===== config.mk =====
export PLATFORM = sky130hd
export DESIGN_NAME = axi4_read_master
export DESIGN_NICKNAME = d
export VERILOG_FILES = /design/src/rtl/axi4_read_master.sv
export SDC_FILE = /design/constraint.sdc
export NUM_CORES = 1
export LEC_CHECK = 0
export ABC_AREA = 1
export CAP_MARGIN = 30
export CORE_MARGIN = 3
export CORE_UTILIZATION = 43
export CTS_BUF_LIST = sky130_fd_sc_hd__clkbuf_8
export DETAILED_ROUTE_END_ITERATION = 7
export PLACE_DENSITY = 0.75
export SYNTH_ARGS = -nofsm -noshare
export SYNTH_HDL_FRONTEND = slang
export SYNTH_SLANG_ARGS = --single-unit

===== constraint.sdc =====
create_clock -name clk -period 3.75 [get_ports clk]
set_input_delay 0.75 -clock clk [delete_from_list [all_inputs] [get_ports clk]]
set_output_delay 0.75 -clock clk [all_outputs]
set_load 0.1 [all_outputs]

===== src/rtl/axi4_read_master.sv =====
`default_nettype none
// ============================================================================
// Module   : axi4_read_master
// Purpose  : AXI4 read requester that serves a single-beat read slave.
//            Read IDs are queued from a local command port. Each queued ID is
//            issued as one AR handshake, and one R beat is collected for it.
//            The result goes out as {id, data, err} on a valid/ready response
//            port. Only one transaction is outstanding at a time, and a
//            timeout guards the R phase.
// Ports    : clk, rst_n                 clock / async active-low reset
//            cmd_valid, cmd_ready, cmd_id   command push port (FIFO)
//            arvalid, arready, arid         AXI AR channel (registered)
//            rvalid, rready, rdata          AXI R channel (rready registered)
//            rsp_valid, rsp_ready,
//            rsp_id, rsp_data, rsp_err      completion port
//            busy                           FSM active or commands queued
// Revision : 1.0 - initial release
// ============================================================================
module axi4_read_master #(
  parameter int ID_W      = 4,
  parameter int DATA_W    = 32,
  parameter int CMD_DEPTH = 4,
  parameter int TIMEOUT   = 16,
  parameter int RDATA_LAT = 1
) (
  input  logic              clk,
  input  logic              rst_n,
  input  logic              cmd_valid,
  output logic              cmd_ready,
  input  logic [ID_W-1:0]   cmd_id,
  output logic              arvalid,
  input  logic              arready,
  output logic [ID_W-1:0]   arid,
  input  logic              rvalid,
  output logic              rready,
  input  logic [DATA_W-1:0] rdata,
  output logic              rsp_valid,
  input  logic              rsp_ready,
  output logic [ID_W-1:0]   rsp_id,
  output logic [DATA_W-1:0] rsp_data,
  output logic              rsp_err,
  output logic              busy
);

  localparam int c_PTR_W = $clog2(CMD_DEPTH);
  localparam int c_CNT_W = c_PTR_W + 1;
  localparam int c_TMR_W = $clog2(TIMEOUT);

  typedef enum logic [2:0] {
    ST_IDLE = 3'd0,
    ST_ADDR = 3'd1,
    ST_DATA = 3'd2,
    ST_WAIT = 3'd3,
    ST_RESP = 3'd4
  } state_t;

  // --------------------------------------------------------------------------
  // Command FIFO
  // --------------------------------------------------------------------------
  logic [ID_W-1:0]    r_fifo_mem [CMD_DEPTH];
  logic [c_PTR_W-1:0] r_wr_ptr;
  logic [c_PTR_W-1:0] r_rd_ptr;
  logic [c_CNT_W-1:0] r_count;
  logic               w_full;
  logic               w_empty;
  logic               w_push;
  logic               w_pop;

  // cmd_ready is derived from the registered count alone. A pop in a full
  // cycle therefore reopens the port only on the following cycle.
  assign w_full    = (r_count == c_CNT_W'(CMD_DEPTH));
  assign w_empty   = (r_count == '0);
  assign cmd_ready = !w_full;
  assign w_push    = cmd_valid && cmd_ready;

  always_ff @(posedge clk or negedge rst_n) begin
    if (!rst_n) begin
      r_wr_ptr <= '0;
      r_rd_ptr <= '0;
      r_count  <= '0;
    end else begin
      if (w_push) begin
        r_wr_ptr <= r_wr_ptr + c_PTR_W'(1);
      end
      if (w_pop) begin
        r_rd_ptr <= r_rd_ptr + c_PTR_W'(1);
      end
      case ({w_push, w_pop})
        2'b10:   r_count <= r_count + c_CNT_W'(1);
        2'b01:   r_count <= r_count - c_CNT_W'(1);
        default: r_count <= r_count;
      endcase
    end
  end

  // Storage needs no reset: an entry is only read after it has been written.
  always_ff @(posedge clk) begin
    if (w_push) begin
      r_fifo_mem[r_wr_ptr] <= cmd_id;
    end
  end

  // --------------------------------------------------------------------------
  // Transaction FSM: state and all AXI/response outputs are registered
  // --------------------------------------------------------------------------
  state_t              r_state;
  state_t              w_state_nxt;
  logic                r_arvalid;
  logic                w_arvalid_nxt;
  logic [ID_W-1:0]     r_arid;
  logic [ID_W-1:0]     w_arid_nxt;
  logic                r_rready;
  logic                w_rready_nxt;
  logic [c_TMR_W-1:0]  r_timer;
  logic [c_TMR_W-1:0]  w_timer_nxt;
  logic                r_rsp_valid;
  logic                w_rsp_valid_nxt;
  logic [ID_W-1:0]     r_rsp_id;
  logic [ID_W-1:0]     w_rsp_id_nxt;
  logic [DATA_W-1:0]   r_rsp_data;
  logic [DATA_W-1:0]   w_rsp_data_nxt;
  logic                r_rsp_err;
  logic                w_rsp_err_nxt;

  always_ff @(posedge clk or negedge rst_n) begin
    if (!rst_n) begin
      r_state     <= ST_IDLE;
      r_arvalid   <= 1'b0;
      r_arid      <= '0;
      r_rready    <= 1'b0;
      r_timer     <= '0;
      r_rsp_valid <= 1'b0;
      r_rsp_id    <= '0;
      r_rsp_data  <= '0;
      r_rsp_err   <= 1'b0;
    end else begin
      r_state     <= w_state_nxt;
      r_arvalid   <= w_arvalid_nxt;
      r_arid      <= w_arid_nxt;
      r_rready    <= w_rready_nxt;
      r_timer     <= w_timer_nxt;
      r_rsp_valid <= w_rsp_valid_nxt;
      r_rsp_id    <= w_rsp_id_nxt;
      r_rsp_data  <= w_rsp_data_nxt;
      r_rsp_err   <= w_rsp_err_nxt;
    end
  end

  always_comb begin
    w_state_nxt     = r_state;
    w_arvalid_nxt   = r_arvalid;
    w_arid_nxt      = r_arid;
    w_rready_nxt    = r_rready;
    w_timer_nxt     = r_timer;
    w_rsp_valid_nxt = r_rsp_valid;
    w_rsp_id_nxt    = r_rsp_id;
    w_rsp_data_nxt  = r_rsp_data;
    w_rsp_err_nxt   = r_rsp_err;
    w_pop           = 1'b0;

    case (r_state)
      ST_IDLE: begin
        if (!w_empty) begin
          w_pop         = 1'b1;
          w_arid_nxt    = r_fifo_mem[r_rd_ptr];
          w_arvalid_nxt = 1'b1;
          w_state_nxt   = ST_ADDR;
        end
      end

      // AR must never be withdrawn once raised, so this state has no timeout.
      ST_ADDR: begin
        if (r_arvalid && arready) begin
          w_arvalid_nxt = 1'b0;
          w_rready_nxt  = 1'b1;
          w_timer_nxt   = '0;
          w_state_nxt   = ST_DATA;
        end
      end

      // The handshake is tested before the timeout, so a beat that arrives
      // in the last allowed cycle still completes without error.
      ST_DATA: begin
        w_timer_nxt = r_timer + c_TMR_W'(1);
        if (rvalid && r_rready) begin
          w_rready_nxt = 1'b0;
          if (RDATA_LAT == 0) begin
            w_rsp_data_nxt  = rdata;
            w_rsp_valid_nxt = 1'b1;
            w_rsp_id_nxt    = r_arid;
            w_state_nxt     = ST_RESP;
          end else begin
            w_state_nxt = ST_WAIT;
          end
        end else if (r_timer == c_TMR_W'(TIMEOUT - 1)) begin
          w_rready_nxt    = 1'b0;
          w_rsp_err_nxt   = 1'b1;
          w_rsp_data_nxt  = '0;
          w_rsp_valid_nxt = 1'b1;
          w_rsp_id_nxt    = r_arid;
          w_state_nxt     = ST_RESP;
        end
      end

      // The slave presents read data one cycle after the R handshake.
      ST_WAIT: begin
        w_rsp_data_nxt  = rdata;
        w_rsp_valid_nxt = 1'b1;
        w_rsp_id_nxt    = r_arid;
        w_state_nxt     = ST_RESP;
      end

      ST_RESP: begin
        if (r_rsp_valid && rsp_ready) begin
          w_rsp_valid_nxt = 1'b0;
          w_rsp_err_nxt   = 1'b0;
          w_state_nxt     = ST_IDLE;
        end
      end

      default: begin
        w_state_nxt = ST_IDLE;
      end
    endcase
  end

  assign arvalid   = r_arvalid;
  assign arid      = r_arid;
  assign rready    = r_rready;
  assign rsp_valid = r_rsp_valid;
  assign rsp_id    = r_rsp_id;
  assign rsp_data  = r_rsp_data;
  assign rsp_err   = r_rsp_err;
  assign busy      = (r_state != ST_IDLE) || !w_empty;

endmodule
`default_nettype wire


---- Word-level counts from Yosys, hierarchy flattened ----
Memories as Yosys holds them, arrays and structs flattened. A register that Yosys moved wholly into a read port is not among the register bits.
Cells that the tools add are included.
operators by class
  $add $sub $neg .......................... 5
  eq/ne operators ......................... 14
  mux-type cells .......................... 31
  bitwise logic cells ..................... 1
  reductions and logical operators ........ 25
operators by type and width
  operator                                             count
  two-way mux 32 bit                                   2
  case mux 32 bit (2 select lines)                     1
  case mux 4 bit (2 select lines)                      2
  two-way mux 3 bit                                    5
  case mux 3 bit (5 select lines)                      1
  two-way mux 1 bit                                    12
  two-way mux 4 bit                                    3
  AND reduction 4 bit                                  3
  inequality test 2 bit, second input constant         5
  nonzero test 2 bit                                   5
  AND reduction 3 bit                                  3
  equality test 3 x 2 -> 1 bit, second input constant  2
  equality test 3 bit, second input constant           2
  zero test 3 bit                                      2
  case mux 1 bit (2 select lines)                      3
  case mux 3 bit (2 select lines)                      1
  nonzero test 3 bit                                   2
  adder 2 x 1 -> 2 bit, second input constant          2
  adder 4 x 1 -> 4 bit, second input constant          1
  equality test 4 bit, second input constant           1
  logical AND 1 bit                                    4
  AND reduction 2 bit                                  2
  adder 3 x 1 -> 3 bit, second input constant          1
  equality test 3 x 1 -> 1 bit, second input constant  1
  other kinds (8)                                      10
word-level totals
  register bits ........................... 54
  RAM bits ................................ 16
  input port bits ......................... 42
  output and inout port bits .............. 46
  logic and storage cells ................. 88
  memories kept ........................... 1
memories
  name        words  width  rd ports  clocked after memory_dff  write ports  RTL line  source
  r_fifo_mem  4      4      1         1                         1            60        logic [ID_W-1:0] r_fifo_mem [CMD_DEPTH];

---- Depth between registers and ports, before layout ----
Gate-level depths: netlist of the first run.
  depth after elaboration ................. 5
  gate-level depth with buffers ........... 12

---- Worst setup path after synthesis of the first run ----
Ideal clock, no wire load.
  path kind ............................... register to register
  start ................................... register r_count[1]
  end ..................................... register r_count[2]
  library setup time ...................... 0.079 ns
  arrival time ............................ 2.465 ns
  data required time ...................... 3.671 ns
  path slack .............................. 1.206 ns
  stages on the path, launching flop included .. 11
  buffers on the path ..................... 0
  cells stage by stage .................... dfrtp_1 nor2_1 nand2_1 nand2_1 ha_1 inv_1 fa_1 nor2_1 nor2_1 nand2_1 xor2_1
on the way
  cells in the longest elaborated chain, start to end .. 5
  elaborated cells between the ends (all ways) .. 12
  classes of those cells .................. 2 x add/sub; 3 x eq/ne; 3 x mux; 4 x reduce/logical
RTL lines
  item                                                                   RTL line  source
  from (decl)                                                            63        logic [c_CNT_W-1:0] r_count;
  from (signal assigned)                                                 89        2'b10: r_count <= r_count + c_CNT_W'(1);
  from (signal assigned)                                                 90        2'b01: r_count <= r_count - c_CNT_W'(1);
  from (signal assigned)                                                 91        default: r_count <= r_count;
  equality test 3 bit *                                                  71        assign w_full = (r_count == c_CNT_W'(CMD_DEPTH));
  zero test 1 bit *                                                      73        assign cmd_ready = !w_full;
  net cmd_ready                                                          29        output logic cmd_ready,
  logical AND 1 bit *                                                    74        assign w_push = cmd_valid && cmd_ready;
  equality test 2 x 1 -> 1 bit or equality test 2 bit (tied branches)    88        case ({w_push, w_pop})
  case mux 3 bit (2 select lines) or nonzero test 2 bit (tied branches)  -
Mark *: on every way through the listed nets, which the timed path passes. The rest lies on a longest branch.
A chain may end at the register's enable or synchronous reset.

---- Worst setup path after layout of the first run ----
  start ................................... register r_count[1]
  end ..................................... output port cmd_ready
on the way
  cells in the longest elaborated chain, start to end .. 2
RTL lines
  item                 RTL line
  equality test 3 bit  71
  zero test 1 bit      73
  to (decl)            29
Every way passes these cells.

==> run summary, run 1 <==
The via count of the routed design came out at 2,463. The share of flip-flops with an asynchronous set or reset after synthesis is 0.784. The count of filler cells inserted in the layout came out at 601. The endpoint arrival time on the critical path came out at 2.04 ns.

The biggest area contributor in the post-synthesis netlist is dfrtp_1. The number of cells traversed by the worst register-to-register path came out at 10. The number of H-tree branching levels came out at 3.

The root buffer cell chosen for the clock tree is clkbuf_8. The yosys synthesis warning count came out at 0. The worst setup path is launched from a flip-flop. The tightest min-delay check is of the input pin to async pin type. The area added between synthesis and finish came out at 35.7%. In the final routed layout, each cell accounts on average for 12.8 um.

The depth of the critical timing path with buffers and inverters included came out at 3. The die boundary width came out at 92.2 um. The cell family contributing the most delay on the critical path is buffers and inverters.

After routing the design area is 0.00434 mm^2. The worst register-to-register path ends at r_count[2]$_DFFE_PN0P_. The number of placement rows is 30. The number of buffer cells added on primary ports came out at 87. The final number of max-transition violations came out at 0. The critical path goes through nor2_1 > nand2_1 > clkdlybuf4s50_1. The post-synthesis net count is 391. TritonCTS built the clock tree.

The most instantiated flip-flop cell in the synthesis netlist is dfrtp_1. The fraction of final layout cells with drive strength greater than 1 came out at 0.0550. The post-detailed-route DRC marker count came out at 0. The flip-flop and latch count after synthesis came out at 74. The worst path buffer plus inverter count came out at 1.

The worst clock skew came out at 0.0111 ns. The average cell area after synthesis is 9.35 um^2. The total number of clock tree sinks came out at 74.

The starting DRC count in detailed routing came out at 90. The first detailed-routing pass took 4 iterations. Once the clock tree was built, the setup fixing pass inserted 0 buffers. In the synthesized netlist, the number of instances is 342. The total clock buffers created by CTS came out at 9.

The quantity of hold-fixing buffers added after cts is 0. The cell area that synthesis handed to floorplanning was 0.00320 mm^2. The via count of the first global-routing pass came out at 2,387.

The number of nets at the end of the flow is 480. Counting distinct cell types in the post-synthesis netlist gives 23. The flow ran to the end, and the final reports show no timing, DRC or antenna violations. The initial antenna violation count is 0. Of the post-synthesis cell area, the dominant cell type holds 0.454.

Across the run, the number of max-cap violations was 0. The worst pin sits at a relative slew slack of 0.320. The critical path starts at r_count[1]$_DFFE_PN0P_. The average via count per standard cell came out at 4.63. The cell area after placement is 0.00412 mm^2. The library cells used most frequently in the layout, excluding fill and tap cells, are clkdlybuf4s50_1 (85), nand2_1 (72), inv_1 (64).

For the worst-skew pair, the clock arrives at the later sink with an insertion delay of 0.34 ns. The overall routed net length is 6.83 mm. The final antenna diode count is 0. The aggregate negative setup slack came out at 0 ns. The detail route stage leaves a number of antenna-violating nets equal to 0. By startpoint and endpoint, the worst setup path is classified as flip-flop to primary output. The final-report hold violation count is 0. The first global-routing pass estimated 11.4 mm of wire. The critical path's slowest cell is clkdlybuf4s50_1. The library cell used most frequently in the layout, excluding fill and tap cells, is clkdlybuf4s50_1. The clock period could shrink to 2.79 ns. The core area came out at 0.00702 mm^2.

The leftover overflow at the end of global routing is 0. The worst register-to-register path begins at r_state[1]$_DFFE_PN0P_. Entering global routing, the biggest net connects 43 pins. STA puts the critical path data required time at 3.00 ns. The total routing resource utilization after global routing is 0.167.

Setup repair after global routing left no endpoint under its margin. The count of pins on the block boundary came out at 88. The clock slew seen by the registers of the worst setup and hold paths is 0.08 ns. The timing-limited maximum frequency is 359 MHz.

The share of the yosys chip area belonging to registers came out at 0.604. Sorting the synthesized cells by area gives the leading types as dfrtp_1 (45%), edfxtp_1 (15%), nand2_1 (8.5%). The maximum fanout encountered on the critical timing path came out at 3. At the pin with the least slew margin, the transition time is 1.02 ns. The die covers 0.00851 mm^2. From bottom edge to top edge, the die measures 92.2 um. The share of the clock period used by the worst path is 0.743. The initial utilization of the core area, before any placement, comes to 0.456. Once detailed placement completed, the half-perimeter wirelength came to 4.92 mm.

The flop-to-flop setup slack came out at 1.46 ns. The kind of capture point of the worst setup path is a primary output. The number of enable flip-flop cells after synthesis came out at 16. The maximum clock insertion buffer count came out at 2. The setup-violating endpoint count in the final report came out at 0.

The delay of the slowest critical-path stage came out at 1.14 ns. The placer's final routability congestion estimate came out at 0.757. The post-cts repair resize count is 0.
-- how the worst max path moves through the flow --
| stage | endpoint | slack [ns] |
|---|---|---|
| 6_report | cmd_ready | 0.96 |
| 5_1_grt | cmd_ready | 0.91 |
| 4_1_cts | cmd_ready | 0.96 |
| 3_5_place_dp | r_count[2]$_DFFE_PN0P_ | 1.20 |
| 3_3_place_gp | r_count[2]$_DFFE_PN0P_ | 1.35 |
| 2_1_floorplan | r_count[2]$_DFFE_PN0P_ | 1.21 |
-- per-layer routing --
layer	vias up	share of wire	track usage
met1	1147	0.44	0.220
met4	0	0.016	0.0804
li1	1239	-	-
met5	-	0	0
met3	8	0.056	0.0312
met2	69	0.49	0.266
-- flip-flops by register name, indices dropped and copies added, names as in the netlist, 2 cells and up --
signal      flops
r_wr_ptr        2
rsp_data       32
r_fifo_mem     16
r_count         3
r_timer         4
rsp_id          4
r_state         3
arid            4
r_rd_ptr        2
-- cell families (layout without fill, tap and decap cells) --
family          after synthesis  in the layout  share of synthesized area
buf+inv                      73            167                     0.0962
fa+ha+maj                     7              7                     0.0297
flops                        74             74                      0.604
simple gates                127            127                      0.168
compound gates               56             56                     0.0880
xor+xnor                      5              5                     0.0137
-- final cells by class --
class | instances | area, um^2 | area share
well taps | 96 | 120 | 0.0277
flip-flops and latches | 74 | 1930 | 0.445
multi-input cells | 195 | 958 | 0.221
clock buffers | 10 | 138 | 0.0317
repair buffers | 88 | 871 | 0.201
inverters | 63 | 236 | 0.0545
clock inverters | 6 | 83.8 | 0.0193
-- per-stage QoR --
stage	hold WS, ns	instances	setup slack (ns)	utilization
after floorplan	0.454	342	1.21	-
after global placement	0.466	516	1.35	0.587
after detailed placement	0.472	516	1.20	0.587
after CTS	0.446	532	0.958	0.618
after global routing	0.469	532	0.908	0.618
final	0.431	532	0.963	0.618
-- Yosys cell counts (2+ instances only) --
library cell   n
buf_2          3
buf_6          4
clkbuf_1       3
dfrtp_1       58
edfxtp_1      16
ha_1           6
inv_1         62
nand2_1       72
nand3_1       11
nand3_2        3
nand4_1        2
nor2_1        36
o21ai_0       18
o21ai_1       36
xnor2_1        2
xor2_1         3
Power of run 1 is left out: the tool's default activity adds up to more than one toggle a clock period on the data nets, which glitch-free logic cannot reach.
==> run 2: changes to the inputs <==
- clock period: 3.75 -> 2.75 ns (I/O delays scaled with it)
==> run summary, run 2 (synthesis results as in run 1) <==
The maximum clock insertion buffer count came out at 2 (unchanged). The fraction of final layout cells with drive strength greater than 1 came to 0.166 (was 0.0550). The final number of max-transition violations came out at 0 (unchanged). RSZ-0062 raised after global routing: false (unchanged).

The number of cells traversed by the worst register-to-register path came out at 10 (unchanged). The post-detailed-route DRC marker count came out at 0 (unchanged). The leftover overflow at the end of global routing came out at 0 (unchanged). The first-pass GRT wire length came out at 11.1 mm (was 11.4 mm). The placer's final routability congestion estimate came out at 0.809 (was 0.757). The total number of clock tree sinks is 74 (unchanged). The cell area after placement is 0.00401 mm^2 (was 0.00412 mm^2). The flip-flop count of the largest register after layout came out at 32 (unchanged).

The total routing resource utilization after global routing is 0.164 (was 0.167). The clock tree from TritonCTS is done (unchanged). The worst-margin pin slew is 0.658 ns (was 1.02 ns).

Based on the critical path, the design can be clocked at up to 458 MHz. Most used cells in the layout excluding fill and tap cells: nand2_1 (72), inv_1 (62), dfrtp_1 (58) (was clkdlybuf4s50_1 (85), nand2_1 (72), inv_1 (64)). The height of the die is 92.2 um (unchanged). The final design utilization was 0.610 (was 0.618). The quantity of hold-fixing buffers added after cts came out at 0 (unchanged). The final-report hold violation count is 0 (unchanged).

The via count of the first global-routing pass is 2,358 (was 2,387). The class of the tightest hold or removal check was flip-flop to flip-flop (was input pin to async pin). The share of the clock period used by the worst path is 0.794. The flop-to-flop setup slack was 0.57 ns (was 1.46 ns). The overall routed net length is 6.81 mm (was 6.83 mm). The via count of the routed design came to 2,505 (was 2,463). The type of origin of the critical path is a flip-flop (unchanged). The final antenna diode count is 0 (unchanged).

The number of nets at the end of the flow was 483 (was 480). The initial antenna violation count came out at 0 (unchanged). The root buffer cell is clkbuf_8 (unchanged). The starting DRC count in detailed routing came out at 94 (was 90). The number of placement rows is 30 (unchanged). The setup-violating endpoint count in the final report came to 0 (unchanged). The total clock buffers created by CTS is 9 (unchanged). The length of the first detailed-routing pass in iterations came out at 4 (unchanged). The area of the die is 0.00851 mm^2 (unchanged).

The finished layout cell area was 0.00428 mm^2 (was 0.00434 mm^2). The number of instances on the worst hold path came out at 2. The post-CTS setup-driven buffer insertion count came to 0 (unchanged). The count of pins on the block boundary came out at 88 (unchanged). In this run the most critical hold path is launched from rsp_data[8]$_DFFE_PN0P_. The largest net degree at the start of global routing is 45 (was 43).

The most common library cell in the layout ignoring fill and taps is nand2_1 (was clkdlybuf4s50_1). The clock network latency to the later pin of the worst-skew pair came out at 0.33 ns (was 0.34 ns). The number of nets still failing antenna checks after routing is 0 (unchanged). The core area came to 0.00702 mm^2 (unchanged). The average via count per standard cell is 4.68 (was 4.63). The number of H-tree branching levels is 3 (unchanged).

The clock slew seen by the registers of the worst setup and hold paths is 0.08 ns (about the same). The area added between synthesis and finish was 34.0% (was 35.7%). The post-place setup slack is 0.485 ns (was 1.20 ns).

The aggregate negative setup slack is 0 ns (unchanged). The endpoint with the worst hold slack is rsp_data[8]$_DFFE_PN0P_. The worst clock skew came out at 0.00824 ns (was 0.0111 ns). The die boundary width came out at 92.2 um (unchanged).

The launch instance of the worst register-to-register path is r_state[1]$_DFFE_PN0P_ (unchanged). The count of filler cells inserted in the layout is 585 (was 601). The number of buffer cells added on primary ports came out at 87 (unchanged). The max-capacitance violation count is 0 (unchanged). Status: complete, no violations (unchanged). The post-cts repair resize count is 0 (unchanged). The initial standard-cell utilization of the core is 0.456 (unchanged).

The endpoint arrival time on the critical path came to 2.44 ns (was 2.04 ns). The capture point of the worst reg-to-reg path is r_count[2]$_DFFE_PN0P_ (unchanged). The type of the worst setup path is flip-flop to flip-flop (was flip-flop to primary output). The worst relative slew slack came to 0.561 (was 0.320).

The routed length per instance is 12.7 um (was 12.8 um). The kind of capture point of the worst setup path is a flip-flop (was primary output). The maximum fanout encountered on the critical timing path came out at 11 (was 3). The critical path data required time is 3.01 ns (was 3.00 ns). The worst path setup slack after routing was 0.567 ns (was 0.963 ns). The half-perimeter wire length after placement is 4.81 mm (was 4.92 mm).

The shortest period the worst path allows came out at 2.18 ns.
[run 2: cell types whose count changed in the layout (fill, tap and decap cells not counted), sizes merged, moves of 2 or more]
cell | previous run | this run
clkinv | 1 | 4
clkdlybuf4s50 | 85 | 40
buf | 3 | 50
inv | 65 | 63
[run 2: layer usage]
| layer | wire length (um) | share of wire | track usage | vias to the layer above |
|---|---|---|---|---|
| li1 | - | - | - | 1245 |
| met5 | 0 | 0 | 0 | - |
| met4 | 97 | 0.014 | 0.0780 | 0 |
| met2 | 3130 | 0.46 | 0.250 | 85 |
| met3 | 422 | 0.062 | 0.0304 | 9 |
| met1 | 3160 | 0.46 | 0.226 | 1166 |
[run 2: worst max-delay path: stages, from the launching register on]
cell	delay, ns
dfrtp_1	0.46
nor2_1	0.22
nand3_1	0.15
inv_1	0.28
ha_1	0.21
inv_1	0.07
fa_1	0.37
nor2_1	0.12
nor2_1	0.05
nand2_1	0.06
xor2_1	0.13
[run 2: stage by stage]
step | std cells | hold slack [ns]
after detailed placement | 517 | 0.481
after CTS | 533 | 0.372
final | 535 | 0.496
after global routing | 535 | 0.519
after global placement | 517 | 0.470
after floorplan | 342 | 0.254
[run 2: worst max path at each step]
stage                                 from                     end  slack (ns)  cells past startpoint
detailed placement               cmd_valid  r_count[2]$_DFFE_PN0P_        0.49                      9
global placement                 cmd_valid  r_count[2]$_DFFE_PN0P_        0.54                      9
floorplan           r_count[1]$_DFFE_PN0P_  r_count[2]$_DFFE_PN0P_        0.21                     10
CTS                 r_state[1]$_DFFE_PN0P_  r_count[2]$_DFFE_PN0P_        0.58                     10
global route        r_state[1]$_DFFE_PN0P_  r_count[2]$_DFFE_PN0P_        0.38                     10
finish              r_state[1]$_DFFE_PN0P_  r_count[2]$_DFFE_PN0P_        0.57                     10
[run 2: area by class of cell]
| type | instances | area (um^2) | share of cell area |
|---|---|---|---|
| Sequential cell | 74 | 1930 | 0.451 |
| Multi-Input combinational cell | 195 | 958 | 0.224 |
| Timing Repair Buffer | 91 | 796 | 0.186 |
| Inverter | 63 | 236 | 0.0552 |
| Clock buffer | 9 | 124 | 0.0289 |
| Tap cell | 96 | 120 | 0.0280 |
| Clock inverter | 7 | 118 | 0.0275 |
Power of run 2 is left out for the same reason.
